## src/rtl/addsub_sign_pipe.sv

```systemverilog
// addsub_sign_pipe: two-stage sign-magnitude mantissa add/sub with valid/ready handshake and tag.
module addsub_sign_pipe #(
  parameter int W    = 24,
  parameter int TAGW = 4
) (
  input  logic            clk,
  input  logic            reset,
  input  logic            in_valid,
  output logic            in_ready,
  input  logic            in_sub,
  input  logic            in_sa,
  input  logic            in_sb,
  input  logic [W-1:0]    in_ma,
  input  logic [W-1:0]    in_mb,
  input  logic [TAGW-1:0] in_tag,
  output logic            out_valid,
  input  logic            out_ready,
  output logic            out_sign,
  output logic [W-1:0]    out_mag,
  output logic            out_carry,
  output logic            out_zero,
  output logic [TAGW-1:0] out_tag
);
  logic            stall;
  logic            sb_eff;
  logic            a_ge;
  logic            v1;
  logic            big_sign;
  logic            eff_add;
  logic            a_eq;
  logic [W-1:0]    big_m;
  logic [W-1:0]    sml_m;
  logic [TAGW-1:0] tag1;
  logic [W:0]      sum;
  logic            sign_n;
  assign stall    = out_valid & ~out_ready;
  assign in_ready = ~stall;
  assign sb_eff   = in_sb ^ in_sub;
  assign a_ge     = in_ma >= in_mb;
  always_ff @(posedge clk) begin
    if (reset) begin
      v1       <= 1'b0;
      big_m    <= '0;
      sml_m    <= '0;
      big_sign <= 1'b0;
      eff_add  <= 1'b0;
      a_eq     <= 1'b0;
      tag1     <= '0;
    end else if (!stall) begin
      v1 <= in_valid;
      if (in_valid) begin
        big_m    <= a_ge ? in_ma : in_mb;
        sml_m    <= a_ge ? in_mb : in_ma;
        big_sign <= a_ge ? in_sa : sb_eff;
        eff_add  <= in_sa == sb_eff;
        a_eq     <= in_ma == in_mb;
        tag1     <= in_tag;
      end
    end
  end
  // big >= small after the swap, so the subtract never borrows out of bit W
  assign sum    = eff_add ? {1'b0, big_m} + {1'b0, sml_m} : {1'b0, big_m} - {1'b0, sml_m};
  assign sign_n = (~eff_add & a_eq) ? 1'b0 : big_sign;
  always_ff @(posedge clk) begin
    if (reset) begin
      out_valid <= 1'b0;
      out_sign  <= 1'b0;
      out_mag   <= '0;
      out_carry <= 1'b0;
      out_zero  <= 1'b0;
      out_tag   <= '0;
    end else if (!stall) begin
      out_valid <= v1;
      if (v1) begin
        out_sign  <= sign_n;
        out_mag   <= sum[W-1:0];
        out_carry <= eff_add & sum[W];
        out_zero  <= sum[W-1:0] == '0;
        out_tag   <= tag1;
      end
    end
  end
endmodule
```

## config.mk

```make
export PLATFORM = sky130hd
export DESIGN_NAME = addsub_sign_pipe
export DESIGN_NICKNAME = d
export VERILOG_FILES = /design/src/rtl/addsub_sign_pipe.sv
export SDC_FILE = /design/constraint.sdc
export NUM_CORES = 1
export LEC_CHECK = 0
export CAP_MARGIN = 20
export CELL_PAD_IN_SITES_DETAIL_PLACEMENT = 1
export CELL_PAD_IN_SITES_GLOBAL_PLACEMENT = 1
export CORE_MARGIN = 2
export CORE_UTILIZATION = 25
export CTS_BUF_LIST = sky130_fd_sc_hd__clkbuf_16
export CTS_CLUSTER_SIZE = 25
export DETAILED_ROUTE_END_ITERATION = 16
export GPL_TIMING_DRIVEN = 1
export PLACE_DENSITY = 0.51
export SYNTH_ARGS = -nofsm -noshare
export SYNTH_HDL_FRONTEND = slang
export SYNTH_SLANG_ARGS = --single-unit
```

## constraint.sdc

```tcl
create_clock -name clk -period 9.15 [get_ports clk]
set_clock_uncertainty 0.2 [all_clocks]
set_input_delay 0.915 -clock clk [delete_from_list [all_inputs] [get_ports clk]]
set_output_delay 0.915 -clock clk [all_outputs]
set_load 0.05 [all_outputs]
```

# Word-level counts from Yosys, hierarchy flattened
# Cells that the tools add are included.
# Widths: inputs -> output; s select.
dict set report word_totals {
  regBits 88
  output_inout_bits 33
  elab_cells 33
}
dict set report classes {
  addsub 2
  order_cmp 1
  eq_ne 2
  muxes 5
  bitwise 7
  n_reduce_logical 3
}
# operator n
set op_table {}
lappend op_table {{$mux 24} 2}
lappend op_table {{$add 24x24->25} 1}
lappend op_table {{$mux 25} 1}
lappend op_table {{$sub 24x24->25} 1}
lappend op_table {{$eq 24x24->1} 1}
lappend op_table {{$ge 24x24->1} 1}
lappend op_table {{$logic_not 24->1} 1}
lappend op_table {{$reduce_and 2->1} 2}
lappend op_table {{$and 1x1->1} 3}
lappend op_table {{$not 1->1} 3}
lappend op_table {{$mux 1} 2}
lappend op_table {{$eq 1x1->1} 1}
lappend op_table {{$xor 1x1->1} 1}

# Logic depth before layout (Yosys ltp)
dict set report depth {
  word_depth 4
  mapped_depth 18
  ltp_nobuf 17
}

# Worst setup path before layout
# OpenSTA, ideal clock, no wires.
dict set report synth_path {
  path_kind {in2reg}
  startpoint {in in_mb[9]}
  endpoint {reg big_m[10]}
  setup_ns 0.137
  t_arrival_ns 3.341
  required_time_ns 8.813
  slack_ns 5.472
  stages 13
  cell_sequence {inv_1 ha_1 a21o_1 a21o_1 a21oi_1 o211ai_1 a21o_1 a221o_1 a2111oi_4 buf_4 buf_6 mux2i_1 a211oi_1}
}
dict set report synth_between {
  elab_chain_cells 2
}
# item line_no
set synth_rtl {}
lappend synth_rtl {{start: declaration} 14} ;# input logic [W-1:0] in_mb,
lappend synth_rtl {{$ge 24x24->1} 39} ;# assign a_ge = in_ma >= in_mb;
lappend synth_rtl {{$mux 24} 52} ;# big_m <= a_ge ? in_ma : in_mb;
lappend synth_rtl {{end signal: assignment} 52}
lappend synth_rtl {{end: declaration} 31} ;# logic [W-1:0] big_m;
# Every way passes these cells.
# A chain may end at the register's enable or synchronous reset.

# Final worst setup path
dict set report layout_path {
  startpoint {reg eff_add}
  endpoint {reg out_zero}
}
dict set report layout_between {
  elab_chain_cells 2
}
# item line_no
set layout_rtl {}
lappend layout_rtl {{start: declaration} 29} ;# logic eff_add;
lappend layout_rtl {{start signal: assignment} 46} ;# eff_add <= 1'b0;
lappend layout_rtl {{start signal: assignment} 55} ;# eff_add <= in_sa == sb_eff;
lappend layout_rtl {{$mux 25} 62} ;# assign sum = eff_add ? {1'b0, big_m} + {1'b0, sml_m} : {1'b0, big_m} - {1'b0, sml_m};
lappend layout_rtl {{$logic_not 24->1} 78} ;# out_zero <= sum[W-1:0] == '0;
lappend layout_rtl {{end signal: assignment} 70} ;# out_zero <= 1'b0;
lappend layout_rtl {{end signal: assignment} 78}
lappend layout_rtl {{end: declaration} 21} ;# output logic out_zero,
# Every way passes these cells.

==> run_results.csv <==
group,metric,value,unit
run_status,status,"completed",
global_routing,grt_use_total,0.139,
synthesis,ys_async_sr_fraction,0,
timing,whs,0.257,ns
clock_tree,cts-hold-fix-buffers,0,
synthesis,synth_area_per_cell,8.08,µm²
synthesis,synth_top_area_frac,0.298,
power_and_ir_drop,power_density,184,nW/µm²
clock_tree,root_buffer,"clkbuf_16",
finish,final_common_cell,"nor2_1",
place,dp.cells,1104,
floorplan,io_pins,92,
timing,relSlewSlack,0.315,
global_routing,grt_pass1_wl,27.7,mm
clock_tree,max-clock-path-buffers,2,
timing,finalHoldViolations,0,
synthesis,ys.flop_type,"dfxtp_1",
synthesis,synth_top_cell_by_area,"dfxtp_1",
finish,multiInputGateArea,3830,µm²
global_routing,antenna_found_initial,0,
place,pre_cts_ws,4.24,ns
floorplan,dieArea,24900,µm²
clock_tree,postCtsSetupBuffers,0,
synthesis,ys_warn_count,0,
clock_tree,cts_resized,0,
routing,post_drt_via_cell_ratio,4.67,
finish,layout_common_cells,"nor2_1 (104), clkdlybuf4s50_1 (90), dfxtp_1 (88)",
clock_tree,clock-sinks,88,
routing,route.vias.total,5221,
critical_path,cp_cell_sequence,"mux2_2 > fa_1 > a21o_1 > a221oi_1 > o21ai_1 > a211o_1 > o311ai_2 > nor3b_1 > a311oi_1 > nand3b_1 > o31ai_1",
clock_tree,clk_pin_slew_worst_paths,0.06,ns
finish,antennaDiodeCount,0,
routing,wl_per_cell,15.1,µm
place,globalplace.congestion,0.747,
power_and_ir_drop,vdd_drop_max,63.2,µV
critical_path,crit_slowest_cell,"dfxtp_1",
hold_path,min_path_type,"flop to flop",
floorplan,die_w,158,µm
routing,dr.pass1.iters,4,
clock_tree,cts_tree,"done",
timing,finalSetupTns,0,ns
routing,wirelength,16.9,mm
timing,slew_violations,0,
critical_path,arrival,4.72,ns
job,drv_cap,0,
critical_path,crit_type,"flop to flop",
timing,rsz0062_at_grt,"no",
timing,finalSetupViolCount,0,
timing,post-route-min-period,4.67,ns
routing,drt_iter0_drc,201,
floorplan,start_util,0.253,
critical_path,critical_path_required,9.20,ns
place,port_buffers,91,
global_routing,first_global_vias,5330,
finish,layout-drive-gt1-share,0.0338,
clock_tree,clkLatencyLatePin,0.34,ns
synthesis,ys_seq_area_frac,0.298,
critical_path,cp-end-kind,"flop",
finish,syn_to_final_growth,24.1,%
power_and_ir_drop,p_total,1.35,mW
place,place_hpwl,13.3,mm
global_routing,grt_start_max_net_pins,103,
critical_path,reg2reg_slack,4.48,ns
finish,fin_cells,1119,
routing,antenna_left,0,
synthesis,synth.distinct_cells,51,
timing,tightest_slew,1.03,ns
finish,fill_cells,2757,
finish,nNetsFinal,909,
synthesis,ys_ff_latch,88,
finish,seqCellArea,1760,µm²
synthesis,syn-instance-count,731,
timing,fin_crit_sh,0.510,
synthesis,synth_area_leaders,"dfxtp_1 (30%), ha_1 (11%), mux2i_1 (8.3%)",
floorplan,row_count,56,
synthesis,synth.net_count,844,
synthesis,synth_area,5910,µm²
critical_path,worstPathMaxFanout,26,
critical_path,worstSetupStartpointType,"flop",
power_and_ir_drop,p_leak,3.11,nW
floorplan,core,23300,µm²
floorplan,die_h,158,µm
timing,fin_ws,4.48,ns
critical_path,max_stage_delay,0.96,ns
clock_tree,cts_buffers,9,
synthesis,synth-edff-count,0,
clock_tree,htree_levels,3,
timing,fmax,214,MHz
global_routing,overflow,0,
routing,route.detailed.drc,0,
[cell families after synthesis]
kind of cell / after synthesis / share of synthesized area
flip-flops: 88 / 0.298
XOR/XNOR: 43 / 0.0638
multiplexers: 51 / 0.0869
AO/OA/AOI/OAI: 189 / 0.211
adder cells (fa/ha/maj): 54 / 0.116
AND/OR/NAND/NOR: 227 / 0.171
buffers and inverters: 79 / 0.0528
[report_power, final]
part,total [mW],leakage [nW],internal (mW),switching (mW)
Combinational,0.575,2.25,0.236,0.338
Sequential,0.450,0.726,0.419,0.0313
Clock,0.327,0.135,0.179,0.148
[flip-flops by register name, indices dropped and copies added (netlist names)]
register / count
a_eq: 1
eff_add: 1
out_tag: 4
out_sign: 1
out_mag: 24
big_m: 24
big_sign: 1
v1: 1
tag1: 4
out_carry: 1
out_valid: 1
sml_m: 24
out_zero: 1
[path summary, 6_finish.rpt]
check	start	to	cells past startpoint
hold reg to reg	tag1[1]$_SDFFE_PP0P_	out_tag[1]$_SDFFE_PP0P_	2
setup / recovery	eff_add$_SDFFE_PP0P_	out_zero$_SDFFE_PP0P_	11
hold / removal	tag1[1]$_SDFFE_PP0P_	out_tag[1]$_SDFFE_PP0P_	2
setup reg to reg	eff_add$_SDFFE_PP0P_	out_zero$_SDFFE_PP0P_	11
[cell type report]
type                            instances  area share
Timing Repair Buffer                   95       0.128
Inverter                               38      0.0195
Clock buffer                            9      0.0307
Clock inverter                          6     0.00410
Multi-Input combinational cell        564       0.523
Tap cell                              319      0.0545
Sequential cell                        88       0.240
[routing by layer]
| metal | up-vias | share of wire | routed length, µm | global-route usage |
|---|---|---|---|---|
| met5 | - | 0 | 0 | 0 |
| li1 | 2714 | - | - | - |
| met2 | 84 | 0.40 | 6810 | 0.206 |
| met1 | 2409 | 0.55 | 9320 | 0.206 |
| met3 | 14 | 0.026 | 441 | 0.0164 |
| met4 | 0 | 0.018 | 305 | 0.0498 |
[worst max-delay path, delay by kind of cell, from the launching register on]
family,cells,cell delay [ns]
compound gates,7,2.30
flops,1,0.96
simple gates,2,0.23
mux,1,0.46
fa+ha+maj,1,0.44
[stage by stage]
step | utilization | cell area [µm²]
final | 0.314 | 7330
after global routing | 0.314 | 7330
after CTS | 0.314 | 7330
after detailed placement | 0.303 | 7070
after global placement | 0.303 | 7070
after floorplan | - | 5910
[cell usage after synthesis, types with 2 or more instances]
library cell / count
nor2_1: 104
dfxtp_1: 88
a21oi_1: 68
nand2_1: 59
a211oi_1: 56
ha_1: 53
mux2i_1: 49
inv_1: 38
clkbuf_1: 36
xnor2_1: 22
xor2_1: 21
a21o_1: 17
o21ai_0: 13
nand4_1: 9
o31ai_1: 9
nand3_1: 8
nor3_1: 8
and2_1: 6
and3_1: 6
nor2b_1: 6
a31oi_1: 5
nand2b_1: 5
o21ai_1: 4
buf_2: 3
nand3b_1: 3
nor3b_1: 3
nor4_1: 3
a221oi_1: 2
mux2_2: 2
nor4b_1: 2
o21a_1: 2
or2_2: 2
Note: power is estimated with default switching activity, not from simulation.
==> patch 1 (same flow settings) <==
Reset style: asynchronous (`reset`), changed in 2 clocked blocks.
--- a/src/rtl/addsub_sign_pipe.sv
+++ b/src/rtl/addsub_sign_pipe.sv
@@ -39,3 +39,3 @@
   assign a_ge     = in_ma >= in_mb;
-  always_ff @(posedge clk) begin
+  always_ff @(posedge clk or posedge reset) begin
     if (reset) begin
@@ -63,3 +63,3 @@
   assign sign_n = (~eff_add & a_eq) ? 1'b0 : big_sign;
-  always_ff @(posedge clk) begin
+  always_ff @(posedge clk or posedge reset) begin
     if (reset) begin
Formal check against the unedited RTL: differs if reset is asserted again (counterexample within 4 cycles, from zero or initial values and one cycle with reset high); with reset held inactive, the same outputs for 10 cycles.
==> patch 1 against the original RTL <==
- setup slack improved by 0.017 ns
- die area increased by 3.8%
- via count fell by 3.4%
- final area rose by 4.3%
- synthesized area increased by 3.9%
- global-route usage increased by 0.59 points
- core utilization up 0.20 points
- sequential cell count unchanged
- count of clock-buffer cells in the layout did not move
- wire length up 5.4%
- cell count fell by 2.7%
- maximum frequency increased by 0.36%
- critical endpoint is now out_mag[23]
- largest cell class unchanged
Power is not compared: it rests on default switching activity, and its combinational part moved more than twofold at a synthesized area within 25%.
==> patch 1: results <==
clock_tree:
  cts_inserted_buffers: 9
  cts-root-buf: "clkbuf_16"
  post_cts_buffers: 0
  clk_pin_slew_worst_paths_ns: 0.07
logic_synthesis:
  netlist_top_cells_area: "dfrtp_1, ha_1, mux2i_1, o21ai_0, nand2_1"
  yosys-top-cells-count: "nand2_1, dfrtp_1, o21ai_0, ha_1, mux2i_1"
  synthFlopType: "dfrtp_1"
  yosysUniqueCellTypes: 50
  yosysSeqAreaShare_pct: 35.9
  postSynth.asyncResetShare_pct: 100
  syn_inst: 682
  ys_warn_count: 0
  syn_nets: 795
setup_path:
  cp_max_fo: 4
  slowest_stage: "or4_1"
  arrival_ns: 4.74
  slowest_delay_ns: 0.46
  worstReg2RegStart: "sml_m[0]"
  startpoint: "sml_m[0]"
placement:
  pre_cts_ws_ns: 4.42
  place_hpwl_um: 14300
  dp.cells: 1073
  io_buffers: 91
  gp_congestion: 0.789
grt:
  grt_max_degree: 108
  grt_pass1_vias: 5470
  grt_use_total_pct: 14.5
  grt_pass1_wl_um: 29600
  grt.overflow.total: 0
pwr:
  p_leak_nw: 3.40
  peakVddDrop_mv: 0.118
  internal_power_w: 0.00121
drt:
  drt_first_pass_iters: 4
  vias: 5045
  drtIter0Drc: 205
  wire_per_inst_um: 16.3
  viasPerCell: 4.63
min_path:
  hold_path.class: "reg -> reg"
  hp-start: "big_sign"
outcome:
  run_status: "finished, final reports clean"
timing:
  holdWs_ns: 0.280
  relSlewSlack_pct: 33.8
  fin_ws_ns: 4.50
layout:
  num-nets-final: 873
  drive_above_1_share_pct: 6.80
==> patch 1: cell families after synthesis <==
logic type / synth area share, %
adders and majority gates: 11.1
xor gates and xnor gates: 6.14
muxes: 12.0
buffers and inverters: 4.57
AOI/OAI and AO/OA: 16.7
and+or+nand+nor: 13.5
DFF: 35.9
==> patch 1: area by class of cell <==
type / count / area, um2
Clock buffer: 9 / 225
Clock inverter: 7 / 62.6
Fill cell: 2798 / 16500
Inverter: 39 / 148
Multi-Input combinational cell: 527 / 3660
Sequential cell: 88 / 2200
Tap cell: 324 / 405
Timing Repair Buffer: 95 / 941
==> patch 1: stage by stage <==
step,power (W),instance area [um2]
floorplan,0.00152,6140
finish,0.00229,7640
global route,0.00248,7640
detailed placement,0.00194,7350
CTS,0.00233,7640
global placement,0.00193,7350
==> patch 1: final timing paths <==
| path | endpoint | depth (start not counted) |
|---|---|---|
| max in group asynchronous | sml_m[21] | 3 |
| worst min register to register | big_sign | 2 |
| worst min-delay path | big_sign | 2 |
| worst max-delay path | out_mag[23] | 18 |
| min in group asynchronous | out_mag[6] | 2 |
| worst max register to register | out_mag[23] | 18 |
==> patch 1: routing by layer <==
| layer | vias to the layer above | routed length [um] | GRT usage [%] | part of all wire [%] |
|---|---|---|---|---|
| met5 | - | 0 | 0 | 0 |
| met4 | 0 | 244 | 4.18 | 1.4 |
| met1 | 2388 | 9370 | 20.7 | 53 |
| met2 | 84 | 7740 | 23.0 | 43 |
| met3 | 11 | 439 | 1.83 | 2.5 |
| li1 | 2562 | - | - | - |
==> patch 1: tightest hold or removal path: stages (launching register included) <==
cell and delay, ns:
dfrtp_1 0.34, nand2_1 0.05, o21ai_0 0.06
==> patch 1: power by group through the flow <==
stage	registers, W	logic [W]	clock network (W)
2_1_floorplan	0.000793	0.000723	0
3_3_place_gp	0.000594	0.00133	0
3_5_place_dp	0.000600	0.00134	0
4_1_cts	0.000592	0.00135	0.000385
5_1_grt	0.000610	0.00147	0.000398
6_report	0.000589	0.00133	0.000367
==> patch 2 (same flow settings) <==
Made on the original files. Set the parameter `TAGW` to 8 (it was 4).
--- a/src/rtl/addsub_sign_pipe.sv
+++ b/src/rtl/addsub_sign_pipe.sv
@@ -3,3 +3,3 @@
   parameter int W    = 24,
-  parameter int TAGW = 4
+  parameter int TAGW = 8
 ) (
Ports: changed (resized in_tag and out_tag); port bits go from 92 to 100. No check against the original RTL was run, so the function may have changed too.
==> patch 2 against the original RTL <==
- sequential cell count up 8
- global-route usage up 0.27 points
- power up 19%
- wire length up 13%
- setup slack worse by 0.28 ns
- maximum frequency down 5.7%
- final area up 11%
- synthesized area up 10%
- largest cell class unchanged
==> patch 2: results <==
setup_path:
  slowest_delay_ns: 0.57
  path_delay_family: "simple AND/OR/NAND/NOR gates"
  slowest_stage: "o41ai_1"
  cp_max_fo: 6
  worstReg2RegStart: "sml_m[0]"
placement:
  postPlaceCellArea_um2: 7760
  gp_congestion: 0.808
  dp.cells: 1192
  io_buffers: 99
  place_hpwl_um: 15000
layout:
  num-nonclk-inverters: 37
  clk_share_pct: 4.41
  fillers: 3056
  multi_input_area_share_pct: 52.3
  nMultiInputCombCells: 620
  regArea_um2: 1920
  num-nets-final: 986
  final-nonclk-buf-share_pct: 12.9
  design.seq.count: 96
  buffers: 105
pwr:
  p_comb_share_pct: 41.1
  p_leak_nw: 3.40
  seq-power_w: 0.000482
  comb_power_w: 0.000659
  peakVddDrop_mv: 0.0948
  p_switching_w: 0.000588
grt:
  grt_max_degree: 108
  grt_pass1_vias: 5565
  grt_use_total_pct: 14.2
  grt_pass1_wl_um: 30300
die:
  rows: 59
logic_synthesis:
  yosys.area_share.adder_pct: 10.5
  yosys-top-cells-count: "dfxtp_1, nor2_1, nand2_1, a21oi_1, a211oi_1"
  synthMuxAreaShare_pct: 7.87
  yosysSeqAreaShare_pct: 29.5
  syn_nets: 918
  netlist_top_cells_area: "dfxtp_1, ha_1, mux2i_1, a211oi_1, nor2_1"
  synth_xor_area_share_pct: 5.25
clock_tree:
  clockBufferDepth: 2
drt:
  vias: 5749
  drtIter0Drc: 217
  viasPerCell: 4.76
  wire_per_inst_um: 15.8
min_path:
  hp-start: "tag1[4]"
timing:
  holdWs_ns: 0.253
  relSlewSlack_pct: 49.7
outcome:
  run_status: "finished, final reports clean"
==> patch 2: cell count changes after synthesis, moves of 4 or more <==
cell	delta
nand2_1	+16
nor3_1	+12
nor2_1	-9
dfxtp_1	+8
o31ai_1	-7
o21bai_1	+5
xnor2_1	-5
a211o_1	+4
buf_2	+4
o211a_1	+4
o211ai_1	+4
or2_2	+4
==> patch 2: kinds of logic after synthesis <==
| kind of cell | count (synthesis) |
|---|---|
| buf+inv | 85 |
| flops | 96 |
| xor+xnor | 39 |
| fa+ha+maj | 54 |
| mux | 51 |
| compound gates | 216 |
| simple gates | 260 |
==> patch 2: through the flow <==
step / worst slack, ns / utilization (%)
floorplan: 4.99 / -
global placement: 4.27 / 30.0
detailed placement: 4.15 / 30.0
CTS: 4.10 / 31.4
global route: 3.72 / 31.5
finish: 4.20 / 31.5
==> patch 2: metal layers <==
metal	part of all wire [%]	wire, um	GRT usage (%)
met4	1.2	235	4.00
met2	41	7780	21.0
met5	0	0	0
met3	3.6	686	2.07
met1	54	10400	21.2
